File: src/rtl/bin2bcd_pkg.sv
// Shared types and helpers for the sequential binary-to-BCD converter.
// Provides the FSM state type, digit width and a power-of-ten helper.
package bin2bcd_pkg;

  typedef enum logic {
    IDLE  = 1'b0,
    SHIFT = 1'b1
  } state_e;

  localparam int DIGIT_W = 4;

  // Elaboration-time 10**n, wide enough for any practical digit count.
  function automatic logic [127:0] pow10(input int n);
    logic [127:0] r;
    r = 128'd1;
    for (int k = 0; k < n; k++) begin
      r = r * 128'd10;
    end
    return r;
  endfunction

endpackage

File: src/rtl/bin2bcd_seq_digit_adj.sv
// One BCD digit correction step for double dabble.
// A digit of 5 or more gets +3 so the following shift carries correctly.
module bcd_digit_adj
  import bin2bcd_pkg::*;
(
  input  logic [DIGIT_W-1:0] d_i,
  output logic [DIGIT_W-1:0] d_o
);

  // Add 3 to digits that would reach 10 or more after doubling.
  always_comb begin
    d_o = d_i;
    if (d_i >= DIGIT_W'(5)) begin
      d_o = d_i + DIGIT_W'(3);
    end
  end

endmodule

File: src/rtl/bin2bcd_seq.sv
// Sequential binary-to-BCD converter, one shift-add-3 iteration per clock.
// Result digits, leading-zero blank mask and overflow are held for display.
module bin2bcd_seq
  import bin2bcd_pkg::*;
#(
  parameter int W_BIN  = 27,
  parameter int DIGITS = 8
) (
  input  logic                       clk_i,
  input  logic                       arst_i,
  input  logic [W_BIN-1:0]           bin_i,
  input  logic                       valid_i,
  output logic                       ready_o,
  output logic [DIGIT_W*DIGITS-1:0]  bcd_o,
  output logic [DIGITS-1:0]          blank_o,
  output logic                       overflow_o,
  output logic                       valid_o
);

  localparam int SW    = DIGIT_W * DIGITS;
  localparam int CNT_W = $clog2(W_BIN + 1);
  localparam int LIM_W = ((W_BIN > SW) ? W_BIN : SW) + 1;

  // Largest value that fits in DIGITS decimal digits.
  localparam logic [LIM_W-1:0] MAX_VAL =
    LIM_W'(pow10(DIGITS) - 128'd1);

  localparam logic [DIGITS-1:0] BLANK_RST =
    {{(DIGITS-1){1'b1}}, 1'b0};

  state_e             state_q, state_d;
  logic [CNT_W-1:0]   cnt_q, cnt_d;
  logic [W_BIN-1:0]   bin_q, bin_d;
  logic [SW-1:0]      scr_q, scr_d;
  logic               ovf_q, ovf_d;
  logic [SW-1:0]      bcd_q, bcd_d;
  logic [DIGITS-1:0]  blank_q, blank_d;
  logic               ovfo_q, ovfo_d;
  logic               valid_q, valid_d;

  logic [SW-1:0]      adj;
  logic [SW-1:0]      scr_sh;
  logic [DIGITS-1:0]  blank_nx;
  logic               run;
  logic               acc_ovf;

  for (genvar g = 0; g < DIGITS; g++) begin : g_adj
    bcd_digit_adj u_adj (
      .d_i (scr_q[g*DIGIT_W +: DIGIT_W]),
      .d_o (adj[g*DIGIT_W +: DIGIT_W])
    );
  end

  assign scr_sh  = {adj[SW-2:0], bin_q[W_BIN-1]};
  assign acc_ovf = LIM_W'(bin_i) > MAX_VAL;

  assign ready_o    = (state_q == IDLE) && !arst_i;
  assign bcd_o      = bcd_q;
  assign blank_o    = blank_q;
  assign overflow_o = ovfo_q;
  assign valid_o    = valid_q;

  // Leading-zero mask of the final shifted digits; digit 0 never blanks.
  always_comb begin
    blank_nx = '0;
    run      = 1'b1;
    for (int i = DIGITS - 1; i >= 1; i--) begin
      run         = run & (scr_sh[i*DIGIT_W +: DIGIT_W] == '0);
      blank_nx[i] = run;
    end
  end

  // Next-state, datapath and result-load logic.
  always_comb begin
    state_d = state_q;
    cnt_d   = cnt_q;
    bin_d   = bin_q;
    scr_d   = scr_q;
    ovf_d   = ovf_q;
    bcd_d   = bcd_q;
    blank_d = blank_q;
    ovfo_d  = ovfo_q;
    valid_d = 1'b0;
    case (state_q)
      IDLE: begin
        if (valid_i && ready_o) begin
          bin_d   = bin_i;
          scr_d   = '0;
          cnt_d   = CNT_W'(W_BIN);
          ovf_d   = acc_ovf;
          state_d = SHIFT;
        end
      end
      SHIFT: begin
        bin_d = {bin_q[W_BIN-2:0], 1'b0};
        scr_d = scr_sh;
        cnt_d = cnt_q - CNT_W'(1);
        if (cnt_q == CNT_W'(1)) begin
          bcd_d   = ovf_q ? {DIGITS{4'h9}} : scr_sh;
          blank_d = ovf_q ? '0 : blank_nx;
          ovfo_d  = ovf_q;
          valid_d = 1'b1;
          state_d = IDLE;
        end
      end
      default: state_d = IDLE;
    endcase
  end

  // State and datapath registers, cleared immediately on reset.
  always_ff @(posedge clk_i or posedge arst_i) begin
    if (arst_i) begin
      state_q <= IDLE;
      cnt_q   <= '0;
      bin_q   <= '0;
      scr_q   <= '0;
      ovf_q   <= 1'b0;
      bcd_q   <= '0;
      blank_q <= BLANK_RST;
      ovfo_q  <= 1'b0;
      valid_q <= 1'b0;
    end else begin
      state_q <= state_d;
      cnt_q   <= cnt_d;
      bin_q   <= bin_d;
      scr_q   <= scr_d;
      ovf_q   <= ovf_d;
      bcd_q   <= bcd_d;
      blank_q <= blank_d;
      ovfo_q  <= ovfo_d;
      valid_q <= valid_d;
    end
  end

endmodule

File: config.mk
export PLATFORM = sky130hd
export DESIGN_NAME = bin2bcd_seq
export DESIGN_NICKNAME = d
export VERILOG_FILES = /design/src/rtl/bin2bcd_pkg.sv /design/src/rtl/bin2bcd_seq_digit_adj.sv /design/src/rtl/bin2bcd_seq.sv
export SDC_FILE = /design/constraint.sdc
export NUM_CORES = 1
export LEC_CHECK = 0
export ABC_AREA = 1
export BUFFER_PORTS_ARGS = -buffer_cell sky130_fd_sc_hd__buf_4
export CAP_MARGIN = 20
export CORE_MARGIN = 2
export CORE_UTILIZATION = 50
export DETAILED_ROUTE_END_ITERATION = 10
export PLACE_DENSITY = 0.82
export SLEW_MARGIN = 20
export SYNTH_ARGS = -nofsm -noshare
export SYNTH_HDL_FRONTEND = slang
export SYNTH_HIERARCHICAL = 1
export SYNTH_SLANG_ARGS = --single-unit
File: constraint.sdc
create_clock -name clk_i -period 6 [get_ports clk_i]
set_input_delay 1.2 -clock clk_i [delete_from_list [all_inputs] [get_ports clk_i]]
set_output_delay 1.2 -clock clk_i [all_outputs]
set_load 0.02 [all_outputs]
### Yosys cells after proc, flatten, opt, wreduce, memory -nomap -nowiden

Cells that the tools add are included.

* flip-flop bits (word level): 108
* bits of input ports: 30
* output and inout port bits: 43

* $add $sub $neg: 9
* order comparisons: 9
* eq/ne operators: 2
* muxes and demuxes: 21
* bitwise operators: 7
* reductions and logical operators: 12

Operators with widths (number)
* 32-bit two-way mux: 2
* 32-bit case mux with 2 select lines: 1
* 27-bit case mux with 2 select lines: 1
* 4-bit by 3-bit >= comparator with 1-bit output, second input constant: 8
* 4-bit by 2-bit adder with 4-bit output, second input constant: 7
* 4-bit logical NOT: 7
* 4-bit two-way mux: 7
* 27-bit greater-than comparator, second input constant: 1
* 27-bit two-way mux: 1
* 5-bit case mux with 2 select lines: 1
* 8-bit two-way mux: 1
* 1-bit bitwise AND: 6
* 5-bit by 1-bit equality test with 1-bit output, second input constant: 1
* 5-bit two-way mux: 1
* 5-bit by 1-bit subtractor with 5-bit output, second input constant: 1
* 1-bit two-way mux: 4
* 2-bit AND reduction: 2
* 3-bit by 2-bit adder with 3-bit output, second input constant: 1
* 3-bit two-way mux: 1
* 1-bit logical AND: 2
* 2-bit by 1-bit != test with 1-bit output, second input constant: 1
* 1-bit case mux with 2 select lines: 1
* 1-bit logical NOT: 1
* 1-bit NOT: 1

### Logic depth before layout (Yosys ltp)

Gate-level depths: netlist of run 1.

* word-level depth: 10
* depth in mapped cells: 14
* depth with buffers taken out: 14

### Modules after synthesis

Netlist of run 1, hierarchy kept.

Modules (own cells, without submodules)
* bin2bcd_seq: times used 1, cells each 502, area an instance 4530.6 um2, sequential area each 2686.3 um2
* bcd_digit_adj: times used 8, cells each 23, area an instance 135.1 um2, sequential area each 0.0 um2

### Worst setup path after synthesis of run 1

OpenSTA, ideal clock, no wires.

* kind: input-to-output
* start point: input arst_i
* end point: output ready_o
* arrival: 1.454 ns
* required time: 4.800 ns
* path slack: 3.346 ns
* stages: 1
* cell sequence: nor2_2

* longest elaborated chain between the ends: 2

Ends and longest elaborated chain
* start, declared: RTL line bin2bcd_seq.sv:10 `input logic arst_i,`
* 1-bit logical NOT (no line)
* 1-bit logical AND: RTL line bin2bcd_seq.sv:57 `assign ready_o = (state_q == IDLE) && !arst_i;`
* end, declared: RTL line bin2bcd_seq.sv:13 `output logic ready_o,`

No other way between the ends.

### Worst setup path in the final report of run 1

Same ends and word-level chain as after synthesis.

==> reports/qor.yml, run 1 <==
timing:
  fin_crit_ps: 2840
  finalHoldViolCount: 0
  fin_skew_ps: 14.2
  max_freq_mhz: 352
  final_max_slew_viol_count: 0
  tightest_slew_ps: 1030
  hold_slack_ps: 474
  post-route-period-util: 0.473
  grt_setup_unrepaired: "no"
  max_slew_margin: 0.310
  finalSetupViolations: 0
  setup_tns_ps: 0
die:
  rows: 38
  ios: 73
  start_util: 0.513
  die_area_um2: 12000
  die_h_um: 110
  core-area_um2: 10900
  fp.dieW_um: 110
global_routing:
  grt_busiest_layer: "met2"
  grt_use_met3: 0.0385
  antenna_found_initial: 0
  grt_pass1_vias: 4706
  use_met2: 0.385
  grt.total_usage: 0.229
  grt_max_degree: 60
  overflow: 0
  gr-usage-met1: 0.300
  grt_first_pass_wirelength_um: 21700
critical_path:
  startpoint_type: "input port"
  crit_slowest_cell: "buf_4"
  worstPathMaxFanout: 2
  end_kind: "output port"
  cpMostUsedCell: "buf_4"
  worstPathArrival_ps: 1640
  max_stage_delay_ps: 170
  path_cells: "buf_4 -> nor2_2 -> buf_4"
  required_ps: 4800
  worstSetupPathType: "input port to output port"
pwr:
  intPower_uw: 1820
  p_switching_uw: 1640
  pwr-share-clk: 0.114
  p_sw_frac: 0.474
  comb_power_share: 0.517
  ir_drop_mv: 0.244
  pwr-share-seq: 0.369
  powerDensity_nw_per_um2: 544
  leakagePower_uw: 0.00313
final_layout:
  n_antenna_cell: 0
  nets: 792
  finish.utilization: 0.583
  fill_cells: 933
  design_area_um2: 6350
  drive_gt1_frac: 0.216
  synthToLayoutAreaGrowth_pct: 13.7
  multi_input_area_um2: 2450
  regArea_um2: 2690
outcome:
  outcome: "finished clean"
placement:
  io_buffer_count: 71
  dpl.hpwl_um: 8970
  routabilityCongestion: 0.886
  placedInstanceArea_um2: 6190
yosys:
  synthesis.nets: 729
  netlist_area_um2: 5590
  synth.avg_cell_area_um2: 8.20
  synth_cells: 681
  synth_warnings: 6
clock_network:
  clkTransAtPathRegs_ps: 100
  clk_latency_ps: 370
  cts_sinks: 107
  ctsHoldBuffers: 0
  cts_buffer_depth: 2
  post_cts_buffers: 0
  h-tree-depth: 3
  numCtsBuffers: 9
  ctsRootBufferMaster: "clkbuf_8"
  cts_tree: "yes"
  cts_resized: 0
hold_path:
  holdCritPathClass: "register to register"
routing:
  routed_wl_um: 12700
  firstDrtPassIters: 5
  vias_per_cell: 5.34
  drt_iter0_markers: 389
  wl_per_cell_um: 14.3
  ant_nets: 0
  route.detailed.drc: 0
  num_vias: 4749
job:
  drv_cap: 0
## placed cells by master, fill, tap and decap left out, types with 2 or more instances in the layout
cell type  count
buf_4         73
nor3_1         5
dfstp_2        7
nand3_1       26
a21oi_2        7
dfrtp_1      100
ha_1          18
clkbuf_1       3
o211ai_1      11
nand2_2       10
o21ai_0       60
nand2_1      191
nor4_1         2
inv_2         13
o21ai_2       18
nor2_4        17
nand4_1       10
clkinv_2       2
a22oi_1        6
a21oi_1       17
inv_1         72
clkbuf_8       9
nor2_1        60
## worst max-delay path, delay by kind of cell
kind | cells | cell delay, ps
AND/OR/NAND/NOR | 1 | 140
buffers and inverters | 2 | 300
## registers in the layout (all words and copies together), names as in the netlist
name / cells
ovf_q: 1
scr_q: 32
blank_o: 7
valid_o: 1
overflow_o: 1
bin_q: 27
state_q: 1
cnt_q: 5
bcd_o: 32
## power groups by stage
stage                     Clock [uW]  Sequential (uW)  Combinational [uW]
final                            393             1270                1780
after global routing             437             1310                2010
after CTS                        403             1270                1780
after detailed placement           0             1280                1770
after global placement             0             1260                1680
after floorplan                    0             1350                1200
## path summary, 6_finish.rpt
path,from,to,depth (start not counted),slack (ps)
max in group asynchronous,arst_i,scr_q[26],3,3910
hold reg to reg,blank_o[4],blank_o[4],2,470
hold / removal,blank_o[4],blank_o[4],2,470
setup / recovery,arst_i,ready_o,3,3160
setup reg to reg,state_q,bcd_o[16],6,3200
min in group asynchronous,arst_i,bin_q[0],2,910
## layout make-up
type | count | area share
tap | 140 | 0.0276
clock buffer | 12 | 0.0213
inverter | 86 | 0.0512
clock inverter | 4 | 0.00414
timing repair buffer | 73 | 0.0863
sequential | 107 | 0.423
multi-input combinational | 467 | 0.386
## per-stage QoR
| step | total power (uW) | setup WS [ps] | instances |
|---|---|---|---|
| after detailed placement | 3050 | 3160 | 873 |
| after global routing | 3760 | 3010 | 889 |
| after floorplan | 2550 | 1990 | 681 |
| after CTS | 3450 | 3150 | 889 |
| after global placement | 2940 | 3170 | 873 |
| final | 3450 | 3160 | 889 |
## metal layers
layer,vias to the layer above,share of wire
met3,15,0.058
met2,156,0.49
li1,2288,-
met1,2290,0.44
met4,0,0.012
met5,-,0
Note: power is estimated with default switching activity, not from simulation.
==> inputs of run 2 (changes only) <==
- ABC_AREA: 1 -> 0
- PLACE_DENSITY: 0.82 -> 0.85
- clock period: 6 -> 2.3 ns (I/O delays scaled with it)
==> run 2 against run 1 <==
Non-clock buffer count grew 16. Hold slack got worse by 290 ps. Sequential power rose to 2.6 times the previous value. Clock power increased to 3.3 times the previous value. Register-to-register slack worse by 3100 ps. Critical endpoint is now blank_o[2].
==> reports/qor.yml, run 2 <==
routing:
  vias_per_cell: 5.42
  firstDrtPassIters: 5
  ant_nets: 0
  wl_per_cell_um: 14.6
  route.detailed.drc: 0
  routed_wl_um: 11700
  drt_iter0_markers: 211
  num_vias: 4365
clock_network:
  cts_buffer_depth: 2
  clk_latency_ps: 380
  cts_sinks: 107
  cts_tree: "yes"
  ctsRootBufferMaster: "clkbuf_8"
  ctsHoldBuffers: 0
  numCtsBuffers: 9
  h-tree-depth: 3
  clkTransAtPathRegs_ps: 110
final_layout:
  layout_common_cells: "nand2_1, dfrtp_1, buf_4"
  drive_gt1_frac: 0.239
  nets: 713
  design_area_um2: 6390
  final_common_cell: "nand2_1"
  n_antenna_cell: 0
  final_cells: 806
  synthToLayoutAreaGrowth_pct: 20.1
timing:
  fin_crit_ps: 2190
  setup_ws_ps: 115
  finalHoldViolCount: 0
  tightest_slew_ps: 620
  post-route-period-util: 0.950
  fin_skew_ps: 16.8
  max_slew_margin: 0.587
  max_freq_mhz: 458
  final_max_slew_viol_count: 0
  grt_setup_unrepaired: "yes"
  finalSetupViolations: 0
yosys:
  netlist_area_um2: 5320
  synth.avg_cell_area_um2: 8.93
  synthesis.nets: 644
  synth_warnings: 6
  synth_cells: 596
placement:
  post-place-cells: 783
  io_buffer_count: 71
  dpl.hpwl_um: 8040
  routabilityCongestion: 0.837
  pre_cts_ws_ps: -12.9
  placedInstanceArea_um2: 5970
critical_path:
  required_ps: 2620
  end_kind: "register"
  startpoint_type: "register"
  worstSetupPathType: "register to register"
  r2r_start: "scr_q[13]"
  r2r-end: "blank_o[2]"
  worstPathMaxFanout: 3
  worstPathArrival_ps: 2510
  reg2reg_slack_ps: 110
  rr_worst_depth: 8
  crit_start: "scr_q[13]"
die:
  rows: 37
  fp.dieW_um: 107
  core-area_um2: 10300
  start_util: 0.516
  ios: 73
  die_h_um: 107
  die_area_um2: 11500
global_routing:
  grt_pass1_vias: 4136
  grt_busiest_layer: "met2"
  gr-usage-met1: 0.271
  use_met2: 0.338
  grt_use_met3: 0.0389
  grt.total_usage: 0.205
  overflow: 0
  grt_first_pass_wirelength_um: 18900
  antenna_found_initial: 0
  grt_max_degree: 70
hold_path:
  holdCritPathClass: "input port to async pin"
pwr:
  leakagePower_uw: 0.00311
  powerDensity_nw_per_um2: 1460
  p_total_uw: 9330
  ir_drop_mv: 0.698
outcome:
  outcome: "finished clean"
job:
  drv_cap: 0
run 2: cell type report:
| type | instances | area (um^2) |
|---|---|---|
| fill | 825 | 3930 |
| multi-input combinational | 437 | 2550 |
| clock inverter | 7 | 98.8 |
| inverter | 21 | 82.6 |
| timing repair buffer | 89 | 681 |
| tap | 136 | 170 |
| clock buffer | 9 | 124 |
| sequential | 107 | 2690 |
run 2: stage by stage:
| step | TNS [ps] | utilization | hold slack, ps |
|---|---|---|---|
| floorplan | 0 | - | 446 |
| global placement | 0 | 0.579 | 458 |
| detailed placement | -18.6 | 0.579 | 467 |
| CTS | 0 | 0.600 | 192 |
| global route | -91.3 | 0.619 | 213 |
| finish | 0 | 0.619 | 183 |
run 2: how the worst max path moves through the flow:
stage          depth (start not counted)          to
3_5_place_dp                           8  blank_o[2]
5_1_grt                                9  blank_o[2]
4_1_cts                                8  blank_o[2]
2_1_floorplan                          8  blank_o[1]
3_3_place_gp                           8  blank_o[2]
6_report                               8  blank_o[2]
run 2: timing repair:
action                                  CTS  global route
resized for setup                         0            33
endpoints found under the setup margin    2             3
pin swaps                                 2            12
buffers inserted                          0             7
run 2: metal layers:
layer | vias to the layer above | wire length, um | share of wire
li1 | 2116 | - | -
met3 | 17 | 627 | 0.053
met1 | 2071 | 5070 | 0.43
met2 | 161 | 5840 | 0.50
met4 | 0 | 200 | 0.017
met5 | - | 0 | 0
run 2: report_power, final:
| group | internal, uW | switching, uW |
|---|---|---|
| sequential | 2670 | 691 |
| clock | 621 | 655 |
| combinational | 1990 | 2710 |
run 2: worst max-delay path, stage by stage (launching register included):
cell	delay, ps
dfrtp_1	390
inv_2	80
ha_2	160
nand2b_4	140
a21oi_4	180
mux2i_2	110
or4_4	540
nor4_4	330
a22o_1	190
